## src/rtl/counter_mod_n.sv

```systemverilog
// Modulo-N up/down counter with load, free-run/one-shot modes and a terminal-count pulse.
// Latency: o_cnt/o_tc update one cycle after the controlling inputs; o_busy/o_done follow state.
// Backpressure: none; i_en gates stepping, and the counter holds while it is low.
module counter_mod_n #(
    parameter int MOD_N = 100,
    parameter int CNT_W = 7
) (
    input  logic             clk,
    input  logic             reset,
    input  logic             i_en,
    input  logic             i_up,
    input  logic             i_start,
    input  logic             i_one_shot,
    input  logic             i_load,
    input  logic [CNT_W-1:0] i_load_val,
    output logic [CNT_W-1:0] o_cnt,
    output logic             o_tc,
    output logic             o_busy,
    output logic             o_done
);

    if (MOD_N < 2) begin : g_bad_mod
        $error("counter_mod_n: MOD_N must be at least 2");
    end
    if ((2 ** CNT_W) < MOD_N) begin : g_bad_width
        $error("counter_mod_n: CNT_W too narrow for MOD_N");
    end

    typedef enum logic [1:0] {
        IDLE = 2'd0,
        RUN  = 2'd1,
        DONE = 2'd2
    } state_t;

    localparam logic [CNT_W-1:0] CNT_MAX = CNT_W'(MOD_N - 1);
    localparam logic [CNT_W-1:0] CNT_ONE = CNT_W'(1);

    state_t state;
    logic   one_shot_q;
    logic   at_term;

    // Terminal value follows the direction requested this cycle.
    assign at_term = i_up ? (o_cnt == CNT_MAX) : (o_cnt == '0);

    always_ff @(posedge clk) begin
        if (reset) begin
            state      <= IDLE;
            one_shot_q <= 1'b0;
            o_cnt      <= '0;
            o_tc       <= 1'b0;
            o_busy     <= 1'b0;
            o_done     <= 1'b0;
        end else begin
            o_tc <= 1'b0;
            if (i_load) begin
                o_cnt <= (i_load_val > CNT_MAX) ? CNT_MAX : i_load_val;
            end else if (i_start && (state != RUN)) begin
                state      <= RUN;
                o_busy     <= 1'b1;
                o_done     <= 1'b0;
                one_shot_q <= i_one_shot;
                o_cnt      <= i_up ? '0 : CNT_MAX;
            end else if ((state == RUN) && i_en) begin
                if (at_term) begin
                    o_tc <= 1'b1;
                    if (one_shot_q) begin
                        state  <= DONE;
                        o_busy <= 1'b0;
                        o_done <= 1'b1;
                    end else begin
                        o_cnt <= i_up ? '0 : CNT_MAX;
                    end
                end else begin
                    o_cnt <= i_up ? (o_cnt + CNT_ONE) : (o_cnt - CNT_ONE);
                end
            end
        end
    end

endmodule

```

## config.mk

```make
export PLATFORM = sky130hd
export DESIGN_NAME = counter_mod_n
export DESIGN_NICKNAME = d
export VERILOG_FILES = /design/src/rtl/counter_mod_n.sv
export SDC_FILE = /design/constraint.sdc
export NUM_CORES = 1
export LEC_CHECK = 0
export ABC_AREA = 1
export BUFFER_PORTS_ARGS = -buffer_cell sky130_fd_sc_hd__buf_4
export CORE_MARGIN = 4
export CORE_UTILIZATION = 56
export CTS_CLUSTER_DIAMETER = 200
export DETAILED_ROUTE_END_ITERATION = 7
export GPL_ROUTABILITY_DRIVEN = 1
export PLACE_DENSITY = 0.84
export SLEW_MARGIN = 20
export SYNTH_ARGS = -nofsm -noshare
export SYNTH_HDL_FRONTEND = slang
export SYNTH_SLANG_ARGS = --single-unit
```

## constraint.sdc

```tcl
create_clock -name clk -period 3.3 [get_ports clk]
set_input_delay 0 -clock clk [delete_from_list [all_inputs] [get_ports clk]]
set_output_delay 0 -clock clk [all_outputs]
set_load 0.1 [all_outputs]
```

Word level (Yosys, flattened, before mapping)

Cells that the tools add are included.

$add $sub $neg: 2
Magnitude comparators: 1
Eq/ne operators: 4
Multiplexer cells: 22
Bitwise logic cells: 2
Reductions and logical operators: 11

Operator list:

| kind                                                                  | count |
|---|---|
| 7-bit two-way mux                                                     | 8 |
| 1-bit two-way mux                                                     | 10 |
| 2-bit two-way mux                                                     | 4 |
| 7-bit by 1-bit adder with 7-bit output, second input constant         | 1 |
| 7-bit equality test, second input constant                            | 1 |
| 7-bit greater-than comparator, second input constant                  | 1 |
| 7-bit zero test                                                       | 1 |
| 7-bit by 1-bit subtractor with 7-bit output, second input constant    | 1 |
| 2-bit nonzero test                                                    | 3 |
| 4-bit by 3-bit != test with 1-bit output, second input constant       | 1 |
| 2-bit AND reduction                                                   | 2 |
| 4-bit AND reduction                                                   | 1 |
| 4-bit OR reduction                                                    | 1 |
| 3-bit nonzero test                                                    | 1 |
| 2-bit by 1-bit equality test with 1-bit output, second input constant | 1 |
| 1-bit logical AND                                                     | 2 |
| 2-bit by 1-bit != test with 1-bit output, second input constant       | 1 |
| 1-bit NOT                                                             | 2 |

Flip-flop bits (word level): 13
Output and inout bits: 10
Word-level logic and storage cells: 48

Longest topological paths before layout

Gate-level depths: netlist of the first run.

Word-level depth: 6
Depth in mapped cells: 12
Mapped depth without buffers: 12

Worst setup path before layout of the first run

Ideal clock, no wire load.

Path kind: reg-to-reg
Start point: reg o_cnt[3]
End point: reg o_cnt[6]
Library setup time: 70 ps
Data arrival time: 2065 ps
Required time: 3230 ps
Setup slack: 1166 ps
Stages on the path, launching flop included: 10
Path buffers: 0
Cell sequence: dfxtp_1 ha_1 or2_1 nand3b_1 nand2_1 nand2_1 nand3_1 nand2_1 nand2_1 a21oi_1

Longest elaborated chain between the ends: 6
Elaborated cells between the ends (all ways): 12
Classes of those cells: add/sub: 2; eq/ne: 2; mux: 6; reduce/logical: 2

RTL lines:

| what                                                                      | RTL line | RTL |
|---|---|---|
| from (decl)                                                               | 16       | `output logic [CNT_W-1:0] o_cnt,` |
| from (signal assigned)                                                    | 56       | `o_cnt <= (i_load_val > CNT_MAX) ? CNT_MAX : i_load_val;` |
| from (signal assigned)                                                    | 62       | `o_cnt <= i_up ? '0 : CNT_MAX;` |
| from (signal assigned)                                                    | 71       | `o_cnt <= i_up ? '0 : CNT_MAX;` |
| 7-bit by 1-bit subtractor with 7-bit output, or another cell as far along | 74       | `o_cnt <= i_up ? (o_cnt + CNT_ONE) : (o_cnt - CNT_ONE);` |
| 7-bit two-way mux / 1-bit two-way mux (equally long branches)             | 74, 43   |  |
| 7-bit two-way mux                                                         | 64       | `if (at_term) begin` |
| 7-bit two-way mux                                                         | 63       | `end else if ((state == RUN) && i_en) begin` |
| 7-bit two-way mux                                                         | 57       | `end else if (i_start && (state != RUN)) begin` |
| 7-bit two-way mux                                                         | 55       | `if (i_load) begin` |

Parallel ways exist; a longest one is shown, timed or not. The select of a mux whose other input is x is not followed.
A chain may end at the register's enable or synchronous reset.

Worst setup path in the final report of the first run

Start point: reg o_cnt[0]
End point: reg o_cnt[4]

The elaborated chain is that of the path after synthesis.

==> out/qor.csv, run 1 <==
metric,value,unit
hold_violations,0,
period_minus_slack,1590,ps
drt_first_pass_iters,4,
drtIter0Drc,43,
power_leakage,0.625,nW
power,505,uW
synthCells,152,
slew_violations,0,
clock_sinks,11,
path_cells,"fa_1, nand2_1, nand2_1, a21oi_1, nand2b_1, nor2_1, nor2_1, nor2_1",
worst_clock_skew,0.852,ps
grt.overflow.total,0,
holdWs,20.3,ps
critPathLaunch,o_cnt[0],
syn_to_final_growth,24.1,%
diodes,0,
dieArea,0.00242,mm2
final_common_cell,nand2_1,
rr_worst_depth,8,
fin_crit_sh,0.483,
status,"finished, final reports clean",
start_util,0.608,
htree_num_levels,1,
final_nets,201,
tightest_slew,325,ps
multi_input_area,657,um2
grt_antenna_before_repair,0,
hp-start,i_one_shot,
core,0.00156,mm2
root_buffer,clkbuf_4,
ys_types,25,
placed_area,0.00114,mm2
wl_per_cell,12.6,um
cts_tree,yes,
seq_area,220,um2
cp_data_arrival_time,1770,ps
rsz0062_at_grt,no,
fmax,628,MHz
instances_no_fill,196,
crit_cells,8,
reg2reg_from,o_cnt[0],
final_cell_area,0.00118,mm2
place_ws,1750,ps
grt_max_degree,10,
critPathLaunchType,register,
num_rows,14,
layout_common_cells,"nand2_1, buf_4, nor2_1",
globalplace.congestion,0.899,
synth_nets,172,
cts_made_buffers,3,
final.setup.tns,0,ps
timing.final.ws_setup,1710,ps
first_global_vias,993,
io_buffers,23,
drive_above_1_share,0.239,
die_y,49.2,um
required,3480,ps
slew_headroom,0.783,
grt_usage,0.219,
clk_path_buf_depth,2,
die-width,49.2,um
grt_pass1_wl,4.11,mm
min_path_cells,3,
drv_cap,0,
vias,1055,
wl,2.46,mm
worst-path-max-fanout,7,
crit_path_end_kind,register,
timing.critical_path.slowest_cell_delay,450,ps
critPathBufInv,0,
synth_seq_cells,11,
finalSetupViolCount,0,
power.density,429,mW/mm2
dp.cells,191,
crit_path_frequent_cell,nor2_1,
cpMaxStageDelayCell,fa_1,
crit_type,register to register,
yosysSeqAreaShare,0.232,
yosysWarningCount,0,
post-dp-hpwl,1.93,mm
vias_per_cell,5.38,
utilization,0.755,
final.fill_count,128,
clk_pin_slew,80,ps
crit_family,simple AND/OR/NAND/NOR gates,
syn_area,948,um2
hp-class,primary input to register,
insertion_delay,280,ps
pin_count,24,
syn_avg_cell_area,6.24,um2
r2r_setup_slack,1710,ps
antenna_left,0,
max-vdd-ir-drop,0.315,mV
drc,0,
==> report_power, final <==
group	internal [mW]	total (mW)	switching (mW)
combinational	0.0762	0.245	0.169
clock	0.0470	0.0999	0.0529
sequential	0.144	0.160	0.0162
==> cell families after synthesis <==
group | synth area share
DFF | 0.232
adders and majority gates | 0.0871
AOI/OAI and AO/OA | 0.108
and+or+nand+nor | 0.470
xor gates and xnor gates | 0.0277
buffers and inverters | 0.0752
==> area by class of cell <==
class / count / share of cell area
Clock buffer: 4 / 0.0223
Tap cell: 16 / 0.0170
Inverter: 19 / 0.0606
Sequential cell: 11 / 0.187
Multi-Input combinational cell: 122 / 0.558
Timing Repair Buffer: 24 / 0.155
==> sequential cells by signal, indices dropped and copies added (netlist names) <==
register and flops:
o_cnt 7, state 1, one_shot_q 1, o_tc 1
o_done 1
==> Yosys cell counts <==
master | n | area share
and3_1 | 1 | 0.0066
nor2_4 | 3 | 0.036
nor3_1 | 1 | 0.0053
nand2b_1 | 1 | 0.0066
a21oi_1 | 11 | 0.058
nand3b_1 | 1 | 0.0079
dfxtp_1 | 11 | 0.23
ha_1 | 5 | 0.066
nor2_1 | 19 | 0.075
or2_1 | 1 | 0.0066
xnor2_1 | 1 | 0.0092
xor2_1 | 2 | 0.018
nand2_2 | 5 | 0.033
o21ai_0 | 4 | 0.021
inv_1 | 17 | 0.067
nand4_2 | 1 | 0.013
fa_1 | 1 | 0.021
a211oi_1 | 1 | 0.0079
inv_2 | 2 | 0.0079
nor2_2 | 2 | 0.013
o21ai_1 | 4 | 0.021
or2_2 | 2 | 0.013
nand3_1 | 12 | 0.063
nand2_1 | 42 | 0.17
nand2_4 | 2 | 0.024
==> layer usage <==
metal | wire (um) | global-route usage | vias up
met5 | 0 | 0 | -
met4 | 45 | 0.104 | 0
met3 | 155 | 0.0306 | 5
met2 | 1150 | 0.355 | 35
met1 | 1110 | 0.283 | 470
li1 | - | - | 545
==> worst reg2reg max path: cells and delay by family (launching register included) <==
| kind | cells | cell delay [ps] |
|---|---|---|
| DFF | 1 | 390 |
| and+or+nand+nor | 6 | 520 |
| AOI/OAI and AO/OA | 1 | 120 |
| adders and majority gates | 1 | 450 |
==> what timing repair did <==
| item | 4_1_cts | 5_1_grt |
|---|---|---|
| hold buffers | 1 | 0 |
| gates resized for setup | 0 | 0 |
| endpoints found under the hold margin | 3 | 0 |
| buffers inserted | 0 | 0 |
| setup endpoints to repair | 0 | 0 |
==> worst paths after layout <==
check / endpoint
worst min register to register: state[0]
worst max-delay path: o_cnt[4]
worst min-delay path: one_shot_q
worst max register to register: o_cnt[4]
Power figures use the tool's default switching activity.
==> inputs of run 2 (changes only) <==
Settings changed: CORE_UTILIZATION 56 to 52, PLACE_DENSITY 0.84 to 0.78.
Clock period 3.3 ns to 1.6 ns, I/O delays scaled along.
==> run 2 against run 1 <==
Compared with the run above:
- wire length down 3.0%
- combinational power up 110%
- sequential share of layout area up 0.97 points
- critical path type unchanged
- critical endpoint is now o_cnt[6]
==> out/qor.csv, run 2 (synthesis results as in run 1) <==
metric,value,unit,change
final.fill_count,157,,+23%
antenna_left,0,,unchanged
cp_data_arrival_time,1680,ps,-90 ps
drv_cap,0,,unchanged
power_leakage,0.633,nW,+1.3%
hp-class,primary input to register,,
die-width,50.7,um,+3.2%
final_common_cell,nand2_1,,
clk_path_buf_depth,2,,unchanged
power.density,853,mW/mm2,+99%
fmax,681,MHz,+8.5%
slew_headroom,0.759,,-0.0246
drtIter0Drc,23,,-47%
clk_pin_slew,80,ps,about the same
multi_input_area,677,um2,+3.0%
reg2reg_from,o_cnt[1],,
syn_to_final_growth,30.7,%,
path_cells,"fa_2, nand2_2, nand2_2, nand3b_1, nand2_1, nand2_1, nand3_1, nand2_1, nand2_1, a21oi_1",,
io_buffers,23,,unchanged
grt_max_degree,10,,unchanged
die_y,50.7,um,+3.2%
cts_made_buffers,3,,unchanged
drc,0,,unchanged
grt.overflow.total,0,,unchanged
wl_per_cell,11.6,um,-7.8%
core,0.00173,mm2,+11%
grt_pass1_wl,3.95,mm,-3.9%
critPathLaunch,o_cnt[1],,
start_util,0.549,,-0.0591
cts_tree,yes,,
htree_num_levels,1,,unchanged
tightest_slew,361,ps,+36.8 ps
hp-start,i_one_shot,,
timing.final.ws_setup,132,ps,-1570 ps
first_global_vias,957,,-3.6%
slew_violations,0,,unchanged
grt_antenna_before_repair,0,,unchanged
largest_register_ffs,7,,unchanged
drt_first_pass_iters,4,,unchanged
vias,1031,,-2.3%
hold_violations,0,,unchanged
insertion_delay,280,ps,about the same
root_buffer,clkbuf_4,,
final_nets,202,,+0.50%
num_rows,15,,+1
clock_sinks,11,,unchanged
post-dp-hpwl,1.86,mm,-4.0%
crit_path_end_kind,register,,
utilization,0.718,,-0.0371
crit_path_frequent_cell,nand2_1,,
worst_clock_skew,2.98,ps,+2.13 ps
place_ws,72.0,ps,-1670 ps
r2r_setup_slack,130,ps,-1570 ps
vias_per_cell,5.00,,-7.0%
dieArea,0.00257,mm2,+6.4%
cpMaxStageDelayCell,fa_2,,
crit_type,register to register,,
wl,2.39,mm,-3.0%
diodes,0,,unchanged
seq_area,244,um2,+11%
pin_count,24,,unchanged
critPathLaunchType,register,,
max-vdd-ir-drop,0.730,mV,+130%
fin_crit_sh,0.918,,+0.435
worst-path-max-fanout,5,,-2
grt_usage,0.206,,-0.0135
layout_common_cells,"nand2_1, buf_4, nor2_1",,
required,1820,ps,-1660 ps
final.setup.tns,0,ps,unchanged
largest_register,o_cnt,,
finalSetupViolCount,0,,unchanged
timing.critical_path.slowest_cell_delay,380,ps,-70 ps
globalplace.congestion,0.916,,+1.9%
status,"finished, final reports clean",,
drive_above_1_share,0.315,,+0.0760
period_minus_slack,1470,ps,-125 ps
## run 2: cell count changes in the layout (fill, tap and decap cells not counted), sizes merged
| cell | delta |
|---|---|
| buf | +1 |
## run 2: stage by stage
stage / power [mW] / instances / cell area (um2) / hold slack, ps
final: 1.06 / 206 / 1240 / 7.37
after global routing: 1.13 / 206 / 1240 / 2.92
after CTS: 1.05 / 205 / 1210 / 5.20
after detailed placement: 0.837 / 200 / 1180 / 188
after global placement: 0.826 / 200 / 1180 / 186
after floorplan: 0.720 / 152 / 972 / 59.4
## run 2: final timing paths
kind                end  cells after the start
max            o_cnt[6]                     10
min          one_shot_q                      3
max reg2reg    o_cnt[6]                     10
min reg2reg    state[0]                      2
## run 2: what timing repair did
action / CTS / global route
endpoints found under the setup margin: 0 / 1
hold buffers: 1 / 0
setup buffers: 0 / 1
gates resized for setup: 0 / 4
endpoints found under the hold margin: 3 / 0
## run 2: where the power goes
group | internal [mW] | switching [mW]
combinational | 0.167 | 0.350
sequential | 0.300 | 0.0351
clock | 0.0969 | 0.108
## run 2: critical path: cells and delay by family (launching register included)
kind / cells / cell delay, ps
flip-flops: 1 / 370
AND/OR/NAND/NOR: 8 / 540
AO/OA/AOI/OAI: 1 / 100
adder cells (fa/ha/maj): 1 / 380
## run 2: layout make-up
cell class,instances,area share
clock buffers,4,0.0212
multi-input cells,122,0.546
flip-flops and latches,11,0.197
repair buffers,25,0.153
inverters,19,0.0575
well taps,25,0.0252
## run 2: per-layer routing
layer | up-vias | track usage | part of all wire
li1 | 548 | - | -
met4 | 0 | 0.0942 | 0.013
met2 | 25 | 0.359 | 0.47
met1 | 456 | 0.238 | 0.47
met3 | 2 | 0.0415 | 0.055
met5 | - | 0 | 0
==> inputs of run 3 (changes only) <==
Settings changed: GPL_TIMING_DRIVEN from default to 0.
==> run 3 against run 2 <==
Compared with the run above:
- maximum frequency down 2.5%
- global-route usage barely moved
- count of clock-buffer cells in the layout is the same
- die area did not move
- via count is 4.5% higher
- largest power group unchanged
- non-clock buffer count down 1
==> out/qor.csv, run 3 (synthesis results as in run 1) <==
metric,value,unit,change
drive_above_1_share,0.317,,+0.00175
post-cts-setup-buffers,0,,unchanged
instances_no_fill,205,,-0.49%
dp.cells,200,,unchanged
power.density,842,mW/mm2,-1.3%
clk_path_buf_depth,2,,unchanged
r2r_end,o_cnt[6],,
grt.overflow.total,0,,unchanged
r2r_setup_slack,90,ps,-40 ps
period_minus_slack,1510,ps,+37.0 ps
fmax,664,MHz,-2.5%
grt_usage,0.205,,-0.000237
slew_violations,0,,unchanged
num_rows,15,,unchanged
grt_max_degree,10,,unchanged
pin_count,24,,unchanged
finalSetupViolCount,0,,unchanged
post-dp-hpwl,1.85,mm,-0.60%
rsz0062_at_grt,no,,
globalplace.congestion,0.866,,-5.5%
drc,0,,unchanged
layout_common_cells,"nand2_1, buf_4, nor2_1",,
critPathLaunchType,register,,
grt_pass1_wl,4.04,mm,+2.3%
antenna_left,0,,unchanged
start_util,0.549,,unchanged
grt_antenna_before_repair,0,,unchanged
hp-start,i_one_shot,,
core,0.00173,mm2,unchanged
crit_type,register to register,,
cts_made_buffers,3,,unchanged
place_ws,68.1,ps,-3.82 ps
insertion_delay,280,ps,about the same
drv_cap,0,,unchanged
clk_pin_slew,80,ps,about the same
hold-path-endpoint,one_shot_q,,
cts_tree,yes,,
drt_first_pass_iters,4,,unchanged
rr_worst_depth,10,,unchanged
largest_register_ffs,7,,unchanged
final_common_cell,nand2_1,,
worst_clock_skew,4.16,ps,+1.19 ps
dieArea,0.00257,mm2,unchanged
first_global_vias,945,,-1.3%
reg2reg_from,o_cnt[0],,
power_leakage,0.626,nW,-1.0%
worst-path-max-fanout,7,,+2
min_path_cells,3,,unchanged
wl,2.40,mm,+0.54%
timing.final.ws_setup,94.8,ps,-37.0 ps
hp-class,primary input to register,,
max-vdd-ir-drop,0.713,mV,-2.5%
die-width,50.7,um,unchanged
status,"finished, final reports clean",,
final.fill_count,143,,-8.9%
slew_headroom,0.681,,-0.0781
htree_num_levels,1,,unchanged
root_buffer,clkbuf_4,,
vias,1077,,+4.5%
largest_register,o_cnt,,
fin_crit_sh,0.941,,+0.0231
clock_sinks,11,,unchanged
final_nets,201,,-0.50%
drtIter0Drc,33,,+43%
syn_to_final_growth,32.6,%,
holdWs,30.6,ps,+23.2 ps
hold_violations,0,,unchanged
diodes,0,,unchanged
wl_per_cell,11.7,um,+1.0%
crit_path_end_kind,register,,
tightest_slew,478,ps,+117 ps
io_buffers,23,,unchanged
cp_data_arrival_time,1710,ps,+30 ps
die_y,50.7,um,unchanged
vias_per_cell,5.25,,+5.0%
required,1810,ps,about the same
run 3: what timing repair did:
| item | 4_1_cts | 5_1_grt |
|---|---|---|
| hold buffers | 1 | 0 |
| resized for setup | 0 | 5 |
| setup endpoints to repair | 0 | 3 |
| endpoints found under the hold margin | 3 | 0 |
run 3: worst max-delay path by stage:
stage | start | end | slack [ps] | cells after the start
after floorplan | o_cnt[5] | o_cnt[6] | -20 | 8
after global placement | o_cnt[0] | o_cnt[6] | 80 | 10
after detailed placement | o_cnt[0] | o_cnt[6] | 70 | 10
after CTS | o_cnt[0] | o_cnt[6] | 20 | 10
after global routing | o_cnt[0] | o_cnt[6] | 6 | 10
final | o_cnt[0] | o_cnt[6] | 90 | 10
run 3: per-stage QoR:
step | TNS [ps] | total power [mW] | area (um2) | util
floorplan | -21.1 | 0.720 | 972 | -
global placement | 0 | 0.825 | 1180 | 0.681
detailed placement | 0 | 0.835 | 1180 | 0.681
CTS | 0 | 1.04 | 1210 | 0.702
global route | 0 | 1.14 | 1260 | 0.728
finish | 0 | 1.06 | 1260 | 0.728
run 3: cell type report:
type / count / area [um2] / share of cell area
Timing Repair Buffer: 24 / 183 / 0.145
Inverter: 19 / 71.3 / 0.0567
Clock buffer: 4 / 26.3 / 0.0209
Tap cell: 25 / 31.3 / 0.0249
Sequential cell: 11 / 244 / 0.194
Multi-Input combinational cell: 122 / 702 / 0.558
run 3: critical path, cell delays in order, from the launching register on:
cell and delay (ps):
dfxtp_4 380, fa_2 370, nand2_1 100, nand2_1 90, nand3b_1 120, nand2_1 60, nand2_1 60, nand3_1 70
nand2_1 60, nand2_1 40, a21oi_1 100
run 3: where the power goes:
| part | internal, mW | switching, mW | total (mW) | leakage (nW) |
|---|---|---|---|---|
| Sequential | 0.300 | 0.0381 | 0.338 | 0.0952 |
| Clock | 0.0967 | 0.104 | 0.201 | 0.0150 |
| Combinational | 0.171 | 0.348 | 0.519 | 0.516 |
| Total | 0.568 | 0.491 | 1.06 | 0.626 |
run 3: layer usage:
layer / vias up / part of all wire / GRT usage
met3: 7 / 0.078 / 0.0356
met2: 48 / 0.47 / 0.346
met5: - / 0 / 0
met1: 476 / 0.44 / 0.263
li1: 546 / - / -
met4: 0 / 0.016 / 0.0673
